--- config.mk ---
export PLATFORM = sky130hd
export DESIGN_NAME = if_id_decode_buffer
export DESIGN_NICKNAME = d
export VERILOG_FILES = /design/src/rtl/if_id_decode_buffer.sv
export SDC_FILE = /design/constraint.sdc
export NUM_CORES = 1
export LEC_CHECK = 0
export CELL_PAD_IN_SITES_DETAIL_PLACEMENT = 1
export CELL_PAD_IN_SITES_GLOBAL_PLACEMENT = 2
export CORE_AREA = 4 4 197 199
export DETAILED_ROUTE_END_ITERATION = 7
export DIE_AREA = 0 0 201 203
export PLACE_DENSITY = 0.71
export SYNTH_ARGS = -nofsm -noshare
export SYNTH_HDL_FRONTEND = slang
export SYNTH_SLANG_ARGS = --single-unit
--- constraint.sdc ---
create_clock -name CLK -period 5.55 [get_ports CLK]
set_clock_uncertainty 0.2 [all_clocks]
set_input_delay 1.11 -clock CLK [delete_from_list [all_inputs] [get_ports CLK]]
set_output_delay 1.11 -clock CLK [all_outputs]
set_load 0.05 [all_outputs]
--- src/rtl/if_id_decode_buffer.sv ---
`default_nettype none
// ============================================================================
// Module   : if_id_decode_buffer
// Purpose  : IF/ID pipeline stage. Captures fetched {PC, instruction} pairs
//            over a valid/ready handshake into a 2-entry skid buffer and
//            pre-decodes each instruction for the sign extender and the
//            register-file read stage. Every output comes from registers, so
//            there is no combinational path from instruction memory.
// Ports    : CLK, Reset_L (async, active low)
//            InValid/InReady/PCIn/InstIn     - upstream handshake and payload
//            Flush                           - drop every held entry
//            OutValid/OutReady               - downstream handshake
//            PCOut, Inst26, SignOp, UseImm,
//            Rd, Rn, Rm, Illegal             - decoded head entry (0 when idle)
//            StallCycles, FlushDrops         - present only with IFID_PERF_EN
// Options  : `define IFID_PERF_EN adds saturating stall and flush-drop counters
// Revision : 1.0 - initial release
// ============================================================================
module if_id_decode_buffer #(
    parameter int PC_WIDTH = 64
) (
    input  logic                CLK,
    input  logic                Reset_L,
    input  logic                InValid,
    output logic                InReady,
    input  logic [PC_WIDTH-1:0] PCIn,
    input  logic [31:0]         InstIn,
    input  logic                Flush,
    output logic                OutValid,
    input  logic                OutReady,
    output logic [PC_WIDTH-1:0] PCOut,
    output logic [25:0]         Inst26,
    output logic [1:0]          SignOp,
    output logic                UseImm,
    output logic [4:0]          Rd,
    output logic [4:0]          Rn,
    output logic [4:0]          Rm,
    output logic                Illegal
`ifdef IFID_PERF_EN
    ,
    output logic [31:0]         StallCycles,
    output logic [31:0]         FlushDrops
`endif
);

    // Occupancy states
    localparam logic [1:0] c_ST_EMPTY = 2'd0;
    localparam logic [1:0] c_ST_ONE   = 2'd1;
    localparam logic [1:0] c_ST_TWO   = 2'd2;

    // Sign-extender selects
    localparam logic [1:0] c_SOP_I   = 2'b00;
    localparam logic [1:0] c_SOP_D   = 2'b01;
    localparam logic [1:0] c_SOP_B   = 2'b10;
    localparam logic [1:0] c_SOP_CBZ = 2'b11;

    logic [1:0]          r_state;
    logic [1:0]          w_state_nxt;
    logic                r_head;
    logic                w_head_nxt;
    logic                r_in_en;      // holds InReady low until the first edge after reset

    // Two storage slots; only the bits the outputs need are kept.
    logic [PC_WIDTH-1:0] r_slot_pc      [2];
    logic [25:0]         r_slot_inst    [2];
    logic [1:0]          r_slot_signop  [2];
    logic                r_slot_useimm  [2];
    logic                r_slot_illegal [2];

    logic [1:0]          w_dec_signop;
    logic                w_dec_useimm;
    logic                w_dec_illegal;
    logic                w_accept;
    logic                w_pop;
    logic                w_wr_idx;

    // ------------------------------------------------------------------
    // Pre-decode of the incoming word; earlier rows take priority.
    // ------------------------------------------------------------------
    always_comb begin
        w_dec_signop  = c_SOP_I;
        w_dec_useimm  = 1'b0;
        w_dec_illegal = 1'b0;
        if (InstIn[31:26] == 6'b000101) begin
            w_dec_signop = c_SOP_B;
            w_dec_useimm = 1'b1;
        end else if (InstIn[31:24] == 8'b10110100) begin
            w_dec_signop = c_SOP_CBZ;
            w_dec_useimm = 1'b1;
        end else if ((InstIn[31:21] == 11'b11111000010) ||
                     (InstIn[31:21] == 11'b11111000000)) begin
            w_dec_signop = c_SOP_D;
            w_dec_useimm = 1'b1;
        end else if ((InstIn[31:22] == 10'b1001000100) ||
                     (InstIn[31:22] == 10'b1101000100)) begin
            w_dec_signop = c_SOP_I;
            w_dec_useimm = 1'b1;
        end else if ((InstIn[31:21] == 11'b10001011000) ||
                     (InstIn[31:21] == 11'b11001011000) ||
                     (InstIn[31:21] == 11'b10001010000) ||
                     (InstIn[31:21] == 11'b10101010000)) begin
            w_dec_signop = c_SOP_I;
            w_dec_useimm = 1'b0;
        end else begin
            w_dec_illegal = 1'b1;
        end
    end

    // ------------------------------------------------------------------
    // Handshake and occupancy
    // ------------------------------------------------------------------
    assign OutValid = (r_state == c_ST_ONE) || (r_state == c_ST_TWO);
    assign InReady  = r_in_en && (r_state != c_ST_TWO);
    assign w_accept = InValid && InReady;
    assign w_pop    = OutValid && OutReady;

    // With one entry held, the new word goes in the slot behind the head;
    // otherwise the buffer is empty and the head slot itself is free.
    assign w_wr_idx = r_head ^ (r_state == c_ST_ONE);

    always_comb begin
        w_state_nxt = r_state;
        w_head_nxt  = r_head;
        if (Flush) begin
            w_state_nxt = c_ST_EMPTY;
            w_head_nxt  = 1'b0;
        end else begin
            case (r_state)
                c_ST_EMPTY: begin
                    if (w_accept) w_state_nxt = c_ST_ONE;
                end
                c_ST_ONE: begin
                    // A pop always advances the head; with a simultaneous
                    // accept the new word (written behind the head) takes over.
                    w_head_nxt = r_head ^ w_pop;
                    if (w_accept && !w_pop)      w_state_nxt = c_ST_TWO;
                    else if (!w_accept && w_pop) w_state_nxt = c_ST_EMPTY;
                end
                c_ST_TWO: begin
                    w_head_nxt = r_head ^ w_pop;
                    if (w_pop) w_state_nxt = c_ST_ONE;
                end
                default: begin
                    w_state_nxt = c_ST_EMPTY;
                    w_head_nxt  = 1'b0;
                end
            endcase
        end
    end

    always_ff @(posedge CLK or negedge Reset_L) begin
        if (!Reset_L) begin
            r_state <= c_ST_EMPTY;
            r_head  <= 1'b0;
            r_in_en <= 1'b0;
        end else begin
            r_state <= w_state_nxt;
            r_head  <= w_head_nxt;
            r_in_en <= 1'b1;
        end
    end

    // ------------------------------------------------------------------
    // Slot storage
    // ------------------------------------------------------------------
    always_ff @(posedge CLK or negedge Reset_L) begin
        if (!Reset_L) begin
            r_slot_pc[0]      <= '0;
            r_slot_pc[1]      <= '0;
            r_slot_inst[0]    <= '0;
            r_slot_inst[1]    <= '0;
            r_slot_signop[0]  <= '0;
            r_slot_signop[1]  <= '0;
            r_slot_useimm[0]  <= 1'b0;
            r_slot_useimm[1]  <= 1'b0;
            r_slot_illegal[0] <= 1'b0;
            r_slot_illegal[1] <= 1'b0;
        end else if (w_accept && !Flush) begin
            r_slot_pc[w_wr_idx]      <= PCIn;
            r_slot_inst[w_wr_idx]    <= InstIn[25:0];
            r_slot_signop[w_wr_idx]  <= w_dec_signop;
            r_slot_useimm[w_wr_idx]  <= w_dec_useimm;
            r_slot_illegal[w_wr_idx] <= w_dec_illegal;
        end
    end

    // ------------------------------------------------------------------
    // Head presentation; all data forced to 0 while nothing is held
    // ------------------------------------------------------------------
    always_comb begin
        PCOut   = '0;
        Inst26  = '0;
        SignOp  = '0;
        UseImm  = 1'b0;
        Rd      = '0;
        Rn      = '0;
        Rm      = '0;
        Illegal = 1'b0;
        if (OutValid) begin
            PCOut   = r_slot_pc[r_head];
            Inst26  = r_slot_inst[r_head];
            SignOp  = r_slot_signop[r_head];
            UseImm  = r_slot_useimm[r_head];
            Rd      = r_slot_inst[r_head][4:0];
            Rn      = r_slot_inst[r_head][9:5];
            Rm      = r_slot_inst[r_head][20:16];
            Illegal = r_slot_illegal[r_head];
        end
    end

`ifdef IFID_PERF_EN
    // ------------------------------------------------------------------
    // Performance counters (saturating)
    // ------------------------------------------------------------------
    logic [31:0] r_stall_cnt;
    logic [31:0] r_fdrop_cnt;
    logic [1:0]  w_held_cnt;
    logic [32:0] w_fdrop_sum;

    assign w_held_cnt  = (r_state == c_ST_TWO) ? 2'd2 :
                         (r_state == c_ST_ONE) ? 2'd1 : 2'd0;
    // An offered word is counted as dropped even if it could not be accepted.
    assign w_fdrop_sum = {1'b0, r_fdrop_cnt} + {31'd0, w_held_cnt} + {32'd0, InValid};

    always_ff @(posedge CLK or negedge Reset_L) begin
        if (!Reset_L) begin
            r_stall_cnt <= '0;
            r_fdrop_cnt <= '0;
        end else begin
            if (OutValid && !OutReady && (r_stall_cnt != 32'hFFFF_FFFF)) begin
                r_stall_cnt <= r_stall_cnt + 32'd1;
            end
            if (Flush) begin
                r_fdrop_cnt <= w_fdrop_sum[32] ? 32'hFFFF_FFFF : w_fdrop_sum[31:0];
            end
        end
    end

    assign StallCycles = r_stall_cnt;
    assign FlushDrops  = r_fdrop_cnt;
`endif

endmodule
`default_nettype wire

==> results of run 1 <==
[metal layers]
| metal | vias up | GRT usage | part of all wire |
|---|---|---|---|
| met1 | 3633 | 0.186 | 0.47 |
| met3 | 17 | 0.0418 | 0.058 |
| met5 | - | 0 | 0.00025 |
| met4 | 2 | 0.0288 | 0.0081 |
| li1 | 3612 | - | - |
| met2 | 157 | 0.233 | 0.46 |
[layout by cell type, fill, tap and decap left out, types with 4 or more instances in the layout]
cell	n
buf_4	10
clkbuf_16	17
clkbuf_8	4
clkdlybuf4s50_1	210
clkinv_2	4
dfrtp_1	191
ha_1	4
mux2i_1	97
nand2_1	548
nor2_1	4
nor2b_1	98
o21ai_0	7
[worst max-delay path by stage]
stage	start	to	slack [ns]	depth (start not counted)
after CTS	r_head	Inst26[4]	1.04	4
after floorplan	r_state[0]	Rd[0]	1.58	6
after detailed placement	r_head	Inst26[4]	1.54	4
final	r_head	Inst26[4]	1.13	4
after global routing	r_head	Rn[1]	0.94	4
after global placement	r_head	UseImm	1.56	4
[layout make-up]
| type | count | share of cell area |
|---|---|---|
| flip-flops and latches | 192 | 0.393 |
| inverters | 3 | 0.000920 |
| clock buffers | 23 | 0.0391 |
| well taps | 474 | 0.0485 |
| clock inverters | 9 | 0.00675 |
| repair buffers | 223 | 0.182 |
| multi-input cells | 790 | 0.329 |
[worst max-delay path: cells and delay by family (launching register included)]
kind          cells  cell delay (ns)
simple gates      1             0.20
mux               1             0.18
flops             1             0.89
buf+inv           2             1.38
[through the flow]
| stage | cell area, µm² | cells | worst slack, ns | hold WS (ns) |
|---|---|---|---|---|
| after floorplan | 9200 | 1061 | 1.58 | 0.245 |
| after global placement | 11700 | 1682 | 1.56 | 0.256 |
| after detailed placement | 11700 | 1682 | 1.54 | 0.261 |
| after CTS | 12200 | 1714 | 1.04 | 0.279 |
| after global routing | 12200 | 1714 | 0.935 | 0.291 |
| final | 12200 | 1714 | 1.13 | 0.272 |
[power breakdown]
group / switching, µW / internal [µW]
Combinational: 2160 / 1230
Clock: 552 / 654
Sequential: 351 / 2030
[cell families (layout without fill, tap and decap cells)]
group,after synthesis,after routing
multiplexers,99,99
XOR/XNOR,2,2
other,1,1
adder cells (fa/ha/maj),5,5
flip-flops,192,192
buffers and inverters,79,258
AO/OA/AOI/OAI,16,16
AND/OR/NAND/NOR,667,667
[registers in the layout, indices dropped and copies added (netlist names)]
name and count:
r_slot_useimm 2, r_slot_signop 4, r_slot_pc 128, r_slot_illegal 2
r_head 1, r_state 2, r_slot_inst 52, r_in_en 1
==> impl_metrics.toml, run 1 <==
[setup_path]
reg2reg_slack_ns = 2.48
rr_endpoint = "r_slot_signop[0]"
cp_slowest_cell = "dfrtp_4"
path_max_fanout = 36
cp-end-kind = "output pin"
critPathMaxStageDelay_ns = 0.89
critical_path_class = "flop to output pin"
start_kind = "flop"
cp_data_required_time_ns = 4.24
r2r_start = "r_head"
worstPathCellList = "buf_4 > mux2i_1 > nor2b_1 > clkdlybuf4s50_1"
arrival_ns = 3.11
worstRegToRegCells = 5

[place]
place_congestion = 0.721
portBuffers = 211
dp_hpwl_mm = 18.6

[power_and_ir_drop]
finalPower_uw = 6980
p_per_area_mw_per_mm2 = 570
vdd.ir_drop.worst_uv = 253
p_leak_uw = 0.00556

[yosys]
synth_edf_count = 0
synth_top_cell_area_share = 0.522
synth-main-ff-cell = "dfrtp_1"
async_reset_ff_frac = 1.00
synth_top_area_cell = "dfrtp_1"
yosysMostFrequentCell = "nand2_1"
synth-xor-area-share = 0.00190
syn-num-nets = 1167
synth_seq_cells = 192
yosys.area_share.simple = 0.306
synth_compound_gate_area_share = 0.0106
synthAdderAreaFrac = 0.00680
netlist_area_mm2 = 0.00920
synth_cells = 1061
synthMuxAreaShare = 0.108
synthTopCellsByArea = "dfrtp_1 (52%), nand2_1 (22%), mux2i_1 (11%)"
synth_cell_types = 30
postSynthAreaPerCell_um2 = 8.67
synth_top_family_by_area = "simple AND/OR/NAND/NOR gates"
netlist_top_cells_count = "nand2_1 (550), dfrtp_1 (192), nor2b_1 (98)"
synth_warnings = 0
synth_seq_area_share = 0.522

[timing]
fin_crit_sh = 0.796
relSlewSlack = 0.330
clock.fmax_ghz = 0.226
worst_pin_slew_ns = 1.01
maxSlewViolCount = 0
hold_viol = 0
tns_ns = 0
final.min_clock_period_ns = 4.42
setup_viol = 0
rsz0062_at_grt = "no"

[layout]
fin_nets = 1333
seq_area_mm2 = 0.00481
multi_input_area_mm2 = 0.00403
drive_above_1_share = 0.0419
nFillCells = 4369
syn2layout_area_growth_pct = 33.0
diodes = 0
utilization = 0.329

[route]
routed_wl_mm = 28.4
firstDrtPassIters = 4
routedWlPerCell_um = 16.6
drc = 0
ant_nets = 0
drtIter0Drc = 248
routed_via_density = 4.33
vias = 7421

[floorplan]
ios = 212
fp.dieArea_mm2 = 0.0408
fp-row-count = 71
start_util = 0.247
die_w_um = 201
die_h_um = 203
core_mm2 = 0.0372

[min_path]
min_from = "r_slot_pc[77]"
whs_path_depth = 2
hp-class = "flop to flop"
min_to = "r_slot_pc[77]"

[status]
status = "complete, no violations"

[clocking]
cts_resized = 0
post_cts_buffers = 0
cts_max_level = 4
clock_sinks = 192
clk_latency_ns = 0.44
cts_tree = "built"
cts.hold.buffers_added = 0
clock_path_buffers = 2
cts_buffers = 17
cts_root_buf = "clkbuf_16"
clk_pin_slew_ns = 0.07

[global_routing]
grt_overflow = 0
grt_use_total = 0.141
grt_max_degree = 115
grt_pass1_wl_mm = 46.0
grt_pass1_vias = 8164
grt_antenna_before_repair = 1

[flow_run]
max-cap-violations = 0
Power figures use the tool's default switching activity.
==> inputs of run 2 (changes only) <==
--- a/config.mk
+++ b/config.mk
@@ -10,7 +10,7 @@
 export CORE_AREA = 4 4 197 199
 export DETAILED_ROUTE_END_ITERATION = 7
 export DIE_AREA = 0 0 201 203
-export PLACE_DENSITY = 0.71
+export PLACE_DENSITY = 0.74
 export SYNTH_ARGS = -nofsm -noshare
 export SYNTH_HDL_FRONTEND = slang
 export SYNTH_SLANG_ARGS = --single-unit
==> constraint.sdc (replaced) <==
create_clock -name CLK -period 3.72 [get_ports CLK]
set_clock_uncertainty 0.2 [all_clocks]
set_input_delay 0.744 -clock CLK [delete_from_list [all_inputs] [get_ports CLK]]
set_output_delay 0.744 -clock CLK [all_outputs]
set_load 0.05 [all_outputs]
==> run 2 against run 1 <==
  * Sequential cell count unchanged
  * Worst hold slack got worse by 0.070 ns
  * Via count increased by 0.70%
  * Register-to-register slack got worse by 1.2 ns
  * Clock power increased by 57%
  * First-iteration DRC count decreased by 1.2%
  * Clock-buffer cell count decreased by 5
  * Non-clock buffer count increased by 6
  * Die area unchanged
  * Sequential power increased by 50%
  * Final area decreased by 0.52%
  * Sequential share of layout area increased by 0.21 points
==> impl_metrics.toml, run 2 (synthesis results as in run 1) <==
[place]
portBuffers = 211
dp_cells = 1688
place_congestion = 0.751
dp_hpwl_mm = 18.8

[setup_path]
start_kind = "flop"
cp_data_required_time_ns = 2.78
cp-end-kind = "output pin"
arrival_ns = 2.49
critical_path_class = "flop to output pin"
path_max_fanout = 17

[timing]
clock.fmax_ghz = 0.291
rsz0062_at_grt = "no"
tns_ns = 0
timing.hold.ws_ns = 0.202
worst_pin_slew_ns = 0.887
setup_viol = 0
hold_viol = 0
fin_crit_sh = 0.923
relSlewSlack = 0.408
maxSlewViolCount = 0
final.min_clock_period_ns = 3.43

[power_and_ir_drop]
p_per_area_mw_per_mm2 = 858
switching_share = 0.448
power_frac_seq = 0.341
switchingPower_uw = 4680
p_int_uw = 5760
vdd.ir_drop.worst_uv = 435
finalPower_uw = 10400
clkPwrFrac = 0.182
p_comb_frac = 0.477
p_leak_uw = 0.00582

[layout]
final_common_cell = "nand2_1"
top_register = "r_slot_pc"
largestRegisters = "r_slot_pc: 128 flops, r_slot_inst: 52 flops, r_slot_signop: 4 flops"
fin_nets = 1339
stdcell_count = 1720
drive_above_1_share = 0.128
syn2layout_area_growth_pct = 32.3
diodes = 0
utilization = 0.327
mostFrequentLayoutCells = "nand2_1 (548), dfrtp_1 (191), clkdlybuf4s50_1 (112)"
largest_reg_flops = 128

[clocking]
cts_buffers = 17
clock_sinks = 192
post_cts_buffers = 0
cts_tree = "built"
cts.hold.buffers_added = 0
clk_latency_ns = 0.44
clk_pin_slew_ns = 0.07
clock_path_buffers = 2
cts_max_level = 4
cts_resized = 0
cts_root_buf = "clkbuf_16"

[floorplan]
fp-row-count = 71
start_util = 0.247
ios = 212
core_mm2 = 0.0372
die_h_um = 203
die_w_um = 201
fp.dieArea_mm2 = 0.0408

[global_routing]
grt_max_degree = 96
grt_overflow = 0
grt_pass1_wl_mm = 46.7
grt_use_total = 0.144
grt_antenna_before_repair = 0
grt_pass1_vias = 8239

[status]
status = "complete, no violations"

[route]
drtIter0Drc = 245
firstDrtPassIters = 4
routedWlPerCell_um = 16.8
drc = 0
vias = 7473
routed_wl_mm = 28.9
routed_via_density = 4.34
ant_nets = 0

[min_path]
hp-class = "primary input to async pin"

[flow_run]
max-cap-violations = 0
[run 2: cell count changes in the layout (fill, tap and decap cells not counted), moves of 2 or more]
cell / delta
clkdlybuf4s50_1: -98
buf_12: +9
clkbuf_1: -3
inv_8: +2
buf_4: +95
clkbuf_8: -2
[run 2: cell type report]
type | instances | area, µm²
fill | 4378 | 25100
sequential | 192 | 4810
multi-input combinational | 790 | 4020
timing repair buffer | 229 | 2140
tap | 474 | 593
clock buffer | 18 | 439
clock inverter | 14 | 155
inverter | 3 | 11.3
[run 2: path summary, 6_finish.rpt]
check	from	endpoint	slack, ns	cells past startpoint
hold / removal	Reset_L	r_slot_pc[84]	0.20	1
min in group CLK	r_slot_inst[16]	r_slot_inst[16]	0.27	2
setup reg to reg	r_head	r_slot_pc[48]	1.30	5
setup / recovery	r_state[0]	PCOut[50]	0.29	4
hold reg to reg	r_slot_inst[16]	r_slot_inst[16]	0.27	2
max in group asynchronous	Reset_L	r_slot_pc[90]	2.31	2
[run 2: per-stage QoR]
stage,area [µm²],setup WS (ns)
floorplan,9200,0.115
global placement,11600,0.777
detailed placement,11600,0.725
CTS,12200,0.210
global route,12200,0.0689
finish,12200,0.286
[run 2: critical path, cell delays in order, from the launching register on]
cell	delay, ns
dfrtp_1	0.39
inv_1	0.09
ha_2	0.51
nor2b_1	0.22
clkdlybuf4s50_1	0.83
[run 2: layer usage]
metal,GRT usage,routed length (µm),vias up
met2,0.247,14100,135
met4,0.0243,177,0
met1,0.186,13300,3698
met3,0.0406,1330,13
li1,-,-,3627
met5,0,0,-
[run 2: power by group through the flow]
stage / Sequential (µW) / Clock, µW / Combinational (µW)
after CTS: 3570 / 1990 / 5100
after detailed placement: 3610 / 0 / 5080
after floorplan: 3420 / 0 / 3640
final: 3560 / 1900 / 4990
after global routing: 3690 / 2080 / 5450
after global placement: 3580 / 0 / 5010
==> inputs of run 3 (changes only) <==
--- a/config.mk
+++ b/config.mk
@@ -10,6 +10,7 @@
 export CORE_AREA = 4 4 197 199
 export DETAILED_ROUTE_END_ITERATION = 7
 export DIE_AREA = 0 0 201 203
+export GPL_ROUTABILITY_DRIVEN = 0
 export PLACE_DENSITY = 0.74
 export SYNTH_ARGS = -nofsm -noshare
 export SYNTH_HDL_FRONTEND = slang
==> results of run 3 <==
No change in the layout: final DEF, timing and power equal those of run 2.
